## src/rtl/fifo_buffer.sv

```systemverilog
// Synchronous FIFO of 2^ADDR_BITS words. It has a registered read port, so read latency is exactly one cycle.
// There is no backpressure: writes into a full FIFO and reads from an empty FIFO are dropped and raise sticky error flags.
module fifo_buffer #(
    parameter int WIDTH            = 16,
    parameter int ADDR_BITS        = 4,
    parameter int ALMOST_FULL_LVL  = (1 << ADDR_BITS) - 2,
    parameter int ALMOST_EMPTY_LVL = 2
) (
    input  logic                 clk,
    input  logic                 reset_n,
    input  logic                 clear,
    input  logic                 write_enable,
    input  logic [WIDTH-1:0]     write_data,
    input  logic                 read_enable,
    output logic [WIDTH-1:0]     read_data,
    output logic                 read_valid,
    output logic [ADDR_BITS:0]   count,
    output logic                 empty,
    output logic                 full,
    output logic                 almost_empty,
    output logic                 almost_full,
    output logic                 overflow,
    output logic                 underflow
);

    localparam int DEPTH = 1 << ADDR_BITS;
    localparam logic [ADDR_BITS-1:0] PTR_ONE   = {{(ADDR_BITS-1){1'b0}}, 1'b1};
    localparam logic [ADDR_BITS:0]   CNT_ONE   = {{ADDR_BITS{1'b0}}, 1'b1};
    localparam logic [ADDR_BITS:0]   CNT_DEPTH = {1'b1, {ADDR_BITS{1'b0}}};

    logic [WIDTH-1:0]     mem [DEPTH];
    logic [ADDR_BITS-1:0] wr_ptr;
    logic [ADDR_BITS-1:0] rd_ptr;
    logic                 rd_acc;
    logic                 wr_acc;

    assign empty        = (count == '0);
    assign full         = (count == CNT_DEPTH);
    assign almost_full  = (32'(count) >= ALMOST_FULL_LVL);
    assign almost_empty = (32'(count) <= ALMOST_EMPTY_LVL);

    // A full FIFO still accepts a write when a read frees a slot in the same cycle.
    // A write never feeds a same-cycle read (there is no bypass).
    assign rd_acc = read_enable & ~empty;
    assign wr_acc = write_enable & (~full | rd_acc);

    // Storage has no reset, and clear does not touch it.
    always_ff @(posedge clk) begin
        if (wr_acc && !clear) begin
            mem[wr_ptr] <= write_data;
        end
    end

    always_ff @(posedge clk or negedge reset_n) begin
        if (!reset_n) begin
            wr_ptr     <= '0;
            rd_ptr     <= '0;
            count      <= '0;
            read_valid <= 1'b0;
            read_data  <= '0;
            overflow   <= 1'b0;
            underflow  <= 1'b0;
        end else if (clear) begin
            wr_ptr     <= '0;
            rd_ptr     <= '0;
            count      <= '0;
            read_valid <= 1'b0;
            overflow   <= 1'b0;
            underflow  <= 1'b0;
        end else begin
            read_valid <= rd_acc;
            if (rd_acc) begin
                read_data <= mem[rd_ptr];
                rd_ptr    <= rd_ptr + PTR_ONE;
            end
            if (wr_acc) begin
                wr_ptr <= wr_ptr + PTR_ONE;
            end
            case ({wr_acc, rd_acc})
                2'b10:   count <= count + CNT_ONE;
                2'b01:   count <= count - CNT_ONE;
                default: count <= count;
            endcase
            if (write_enable && full && !rd_acc) begin
                overflow <= 1'b1;
            end
            if (read_enable && empty) begin
                underflow <= 1'b1;
            end
        end
    end

endmodule

```

## config.mk

```make
export PLATFORM = sky130hd
export DESIGN_NAME = fifo_buffer
export DESIGN_NICKNAME = d
export VERILOG_FILES = /design/src/rtl/fifo_buffer.sv
export SDC_FILE = /design/constraint.sdc
export NUM_CORES = 1
export LEC_CHECK = 0
export ABC_CLOCK_PERIOD_IN_PS = 2970
export CAP_MARGIN = 20
export CORE_UTILIZATION = 50
export CTS_CLUSTER_DIAMETER = 120
export DETAILED_ROUTE_END_ITERATION = 10
export PLACE_DENSITY = 0.8
export SYNTH_ARGS = -nofsm -noshare
export SYNTH_HDL_FRONTEND = slang
export SYNTH_SLANG_ARGS = --single-unit
```

## constraint.sdc

```tcl
create_clock -name clk -period 2.97 [get_ports clk]
set_input_delay 0.594 -clock clk [delete_from_list [all_inputs] [get_ports clk]]
set_output_delay 0.594 -clock clk [all_outputs]
set_load 0.005 [all_outputs]
```

==> impl_metrics.yaml <==
sta:
  fin_crit_ns: 2.86
  finalCritPeriodShare_pct: 96.3
  hold_viol_final: 0
  final_max_slew_viol_count: 0
  tightestPinTransition_ns: 0.771
  achievable-frequency_ghz: 0.350
  rsz0062_at_grt: "no"
  setup-tns-final_ns: 0
  timing.max_slew.rel_slack_pct: 48.5
  finalClockSkew_ns: 0.00913
  setup-violations-final: 0
floorplan:
  design.die.area_um2: 23200
  ios: 49
  die_x_um: 152
  core.rowCount: 54
  effective_utilization_at_floorplan_pct: 51.3
  total_core_area_um2: 22000
  floorplan.die.height_um: 152
cts:
  cts.path.max_buffers: 3
  cts.htree.levels: 1
  tritoncts_clock_tree: "built"
  clock_sink_count: 288
  root_buffer: "sky130_fd_sc_hd__clkbuf_16"
  cts_buffers: 28
  clock_insertion_delay_worst_skew_ns: 0.54
  clk_pin_slew_ns: 0.07
detailed_routing:
  routed_wirelength_um: 23700
  drt_drc_violations_left: 6
  detail_route.wl_per_cell_um: 24.9
  drtAntennaViolNets: 0
  first_drt_pass_iteration_count: 8
  average_vias_per_placed_instance: 6.16
  vias: 5855
  detailedRoute.firstIterationViolations: 530
global_routing:
  global_route.usage.total_pct: 20.8
  maximum_number_of_pins_on_one_net_before_global_route_repair: 34
  number_of_global_route_vias_before_repair: 5944
  grt_antenna_before_repair: 0
  globalRoute.totalOverflow: 0
  grt_pass1_wl_um: 35900
placement:
  post-dp-hpwl_um: 14100
  gp_congestion: 0.848
  port_buffers: 48
yosys:
  syn_avg_cell_area_um2: 20.1
  asyncSetResetFlopFracSynth_pct: 11.1
  cells_after_synth: 561
  synth_top_flop_cell: "sky130_fd_sc_hd__edfxtp_1"
  netlist-cell-type-count: 41
  yosysWarnings: 0
  synth.net_count: 591
  count_of_flip_flops_with_a_built_in_enable_after_synthesis: 256
  synth_area_um2: 11300
  postSynthRegisterBits: 288
  yosysSeqAreaShare_pct: 75.1
setup_path:
  r2r-start: "count[1]$_DFFE_PN0P_"
  endpoint_kind: "output port"
  worstPathArrival_ns: 2.27
  setup.worst_path.start_class: "flop"
  timing_worst_setup_path_type: "flop to output port"
  timing.critical_path.fanout_max: 8
  worst_ep_required_time_ns: 2.38
  setup.worst_path.start: "count[1]$_DFFE_PN0P_"
final_layout:
  fill_cells: 1532
  area_growth_syn_to_layout_pct: 17.5
  insertedDiodeCount: 0
  post-route-util_pct: 60.3
  layout.nets: 680
  layout-drive-gt1-share_pct: 26.7
  multi_input_area_um2: 2630
  combined_flip_flop_and_latch_cell_area_um2: 8500
job:
  max_cap_violations: 0
power_and_ir_drop:
  ir_drop_mv: 0.575
  post-layout-total-power_mw: 9.58
  p_leak_nw: 4.31
  power.density_cell_area_nw_per_um2: 722
status:
  failing_checks: "design-rule violations"
  status: "finished, violations left"
min_path:
  hp_class: "primary input to async pin"
## logic make-up (layout without fill, tap and decap cells)
group,count (synthesis),after routing,synth area share (%)
buffers and inverters,38,148,1.69
and+or+nand+nor,63,63,2.55
xor gates and xnor gates,8,8,0.620
DFF,288,288,75.1
AOI/OAI and AO/OA,66,66,3.79
adders and majority gates,9,9,1.06
muxes,89,89,15.2
## power by group
| part | internal (mW) | switching (mW) | total (mW) |
|---|---|---|---|
| Clock | 1.93 | 1.45 | 3.38 |
| Sequential | 4.60 | 0.165 | 4.77 |
| Combinational | 0.722 | 0.712 | 1.43 |
| Total | 7.26 | 2.33 | 9.58 |
## critical path, cell delays in order (launching register included)
cell and delay [ns]:
sky130_fd_sc_hd__dfrtp_2 0.41, sky130_fd_sc_hd__or4_4 0.54, sky130_fd_sc_hd__buf_4 0.19, sky130_fd_sc_hd__nor2_1 0.08, sky130_fd_sc_hd__clkdlybuf4s50_1 0.50
## metrics by stage
step | instance area (µm²) | setup slack (ns) | hold slack, ns | instances
after global placement | 12400 | 0.227 | 0.487 | 897
after floorplan | 11300 | 0.316 | 0.298 | 561
after CTS | 13300 | 0.00425 | 0.491 | 951
final | 13300 | 0.110 | 0.482 | 951
after detailed placement | 12400 | 0.202 | 0.508 | 897
after global routing | 13300 | 0.0381 | 0.513 | 951
## cells in the final DEF (no fill, tap or decap), drive strengths merged
cell | netlist | routed
o22ai | 32 | 32
a211o | 1 | 1
dfrtp | 32 | 32
mux2i | 5 | 5
buf | 20 | 40
o21a | 1 | 1
a31o | 1 | 1
nand3b | 1 | 1
clkinvlp | 0 | 2
nor2 | 37 | 37
clkdlybuf4s50 | 0 | 47
clkbuf | 9 | 34
clkinv | 0 | 12
o21ai | 3 | 3
xnor2 | 4 | 4
a21o | 1 | 1
fa | 1 | 1
a21oi | 19 | 19
or2 | 3 | 3
bufinv | 0 | 2
or4 | 1 | 1
and3 | 1 | 1
inv | 9 | 10
a211oi | 1 | 1
mux4 | 64 | 64
a2111oi | 1 | 1
o211ai | 3 | 3
or3 | 1 | 1
nand3 | 4 | 4
nand2 | 9 | 9
dlymetal6s2s | 0 | 1
a31oi | 3 | 3
nand2b | 3 | 3
nor4 | 2 | 2
nor2b | 1 | 1
mux2 | 20 | 20
ha | 8 | 8
xor2 | 4 | 4
edfxtp | 256 | 256
## worst paths after layout
| check | endpoint | slack, ns | cells past startpoint |
|---|---|---|---|
| worst min register to register | underflow$_DFFE_PN0P_ | 0.51 | 2 |
| worst min-delay path | count[1]$_DFFE_PN0P_ | 0.48 | 2 |
| max in group asynchronous | rd_ptr[2]$_DFFE_PN0P_ | 2.12 | 2 |
| worst max-delay path | empty | 0.11 | 4 |
| min in group clk | underflow$_DFFE_PN0P_ | 0.51 | 2 |
| worst max register to register | count[4]$_DFFE_PN0P_ | 0.49 | 9 |
## synthesized netlist by cell type, types with 4 or more instances
cell type	n	area share (%)
sky130_fd_sc_hd__dfrtp_1	32	7.1
sky130_fd_sc_hd__clkbuf_1	9	0.30
sky130_fd_sc_hd__inv_1	9	0.30
sky130_fd_sc_hd__buf_6	4	0.40
sky130_fd_sc_hd__mux4_2	64	13
sky130_fd_sc_hd__xor2_1	4	0.31
sky130_fd_sc_hd__a21oi_1	19	0.84
sky130_fd_sc_hd__nor2_1	37	1.2
sky130_fd_sc_hd__edfxtp_1	256	68
sky130_fd_sc_hd__o22ai_1	32	1.8
sky130_fd_sc_hd__buf_2	12	0.53
sky130_fd_sc_hd__xnor2_1	4	0.31
sky130_fd_sc_hd__nand2_1	9	0.30
sky130_fd_sc_hd__ha_1	8	0.89
sky130_fd_sc_hd__mux2_2	20	2.0
sky130_fd_sc_hd__mux2i_1	5	0.44
## per-layer routing
layer	wire [µm]	vias to the layer above	track usage, %	share of wire (%)
li1	-	2465	-	-
met1	9380	3061	29.6	40
met2	11600	291	34.3	49
met3	2200	38	3.10	9.3
met4	518	0	5.25	2.2
met5	0	-	0	0
## registers in the layout, indices dropped and copies added, names as in the netlist
| signal | count |
|---|---|
| wr_ptr | 4 |
| overflow | 1 |
| count | 5 |
| mem | 256 |
| underflow | 1 |
| rd_ptr | 4 |
| read_data | 16 |
| read_valid | 1 |
## cell type report
class                           count  area share (%)
Tap cell                          280            2.64
Multi-Input combinational cell    235            19.8
Clock inverter                     17            1.13
Clock buffer                       34            5.52
Timing Repair Buffer               88            6.65
Inverter                            9           0.254
Sequential cell                   288            64.0
## repair_timing
action                                  4_1_cts  5_1_grt
setup buffers                                 3        0
endpoints found under the setup margin        2        1
hold buffers                                  0        0
pin swaps                                     0        0
resized for setup                             4        1
Power figures use the tool's default switching activity.
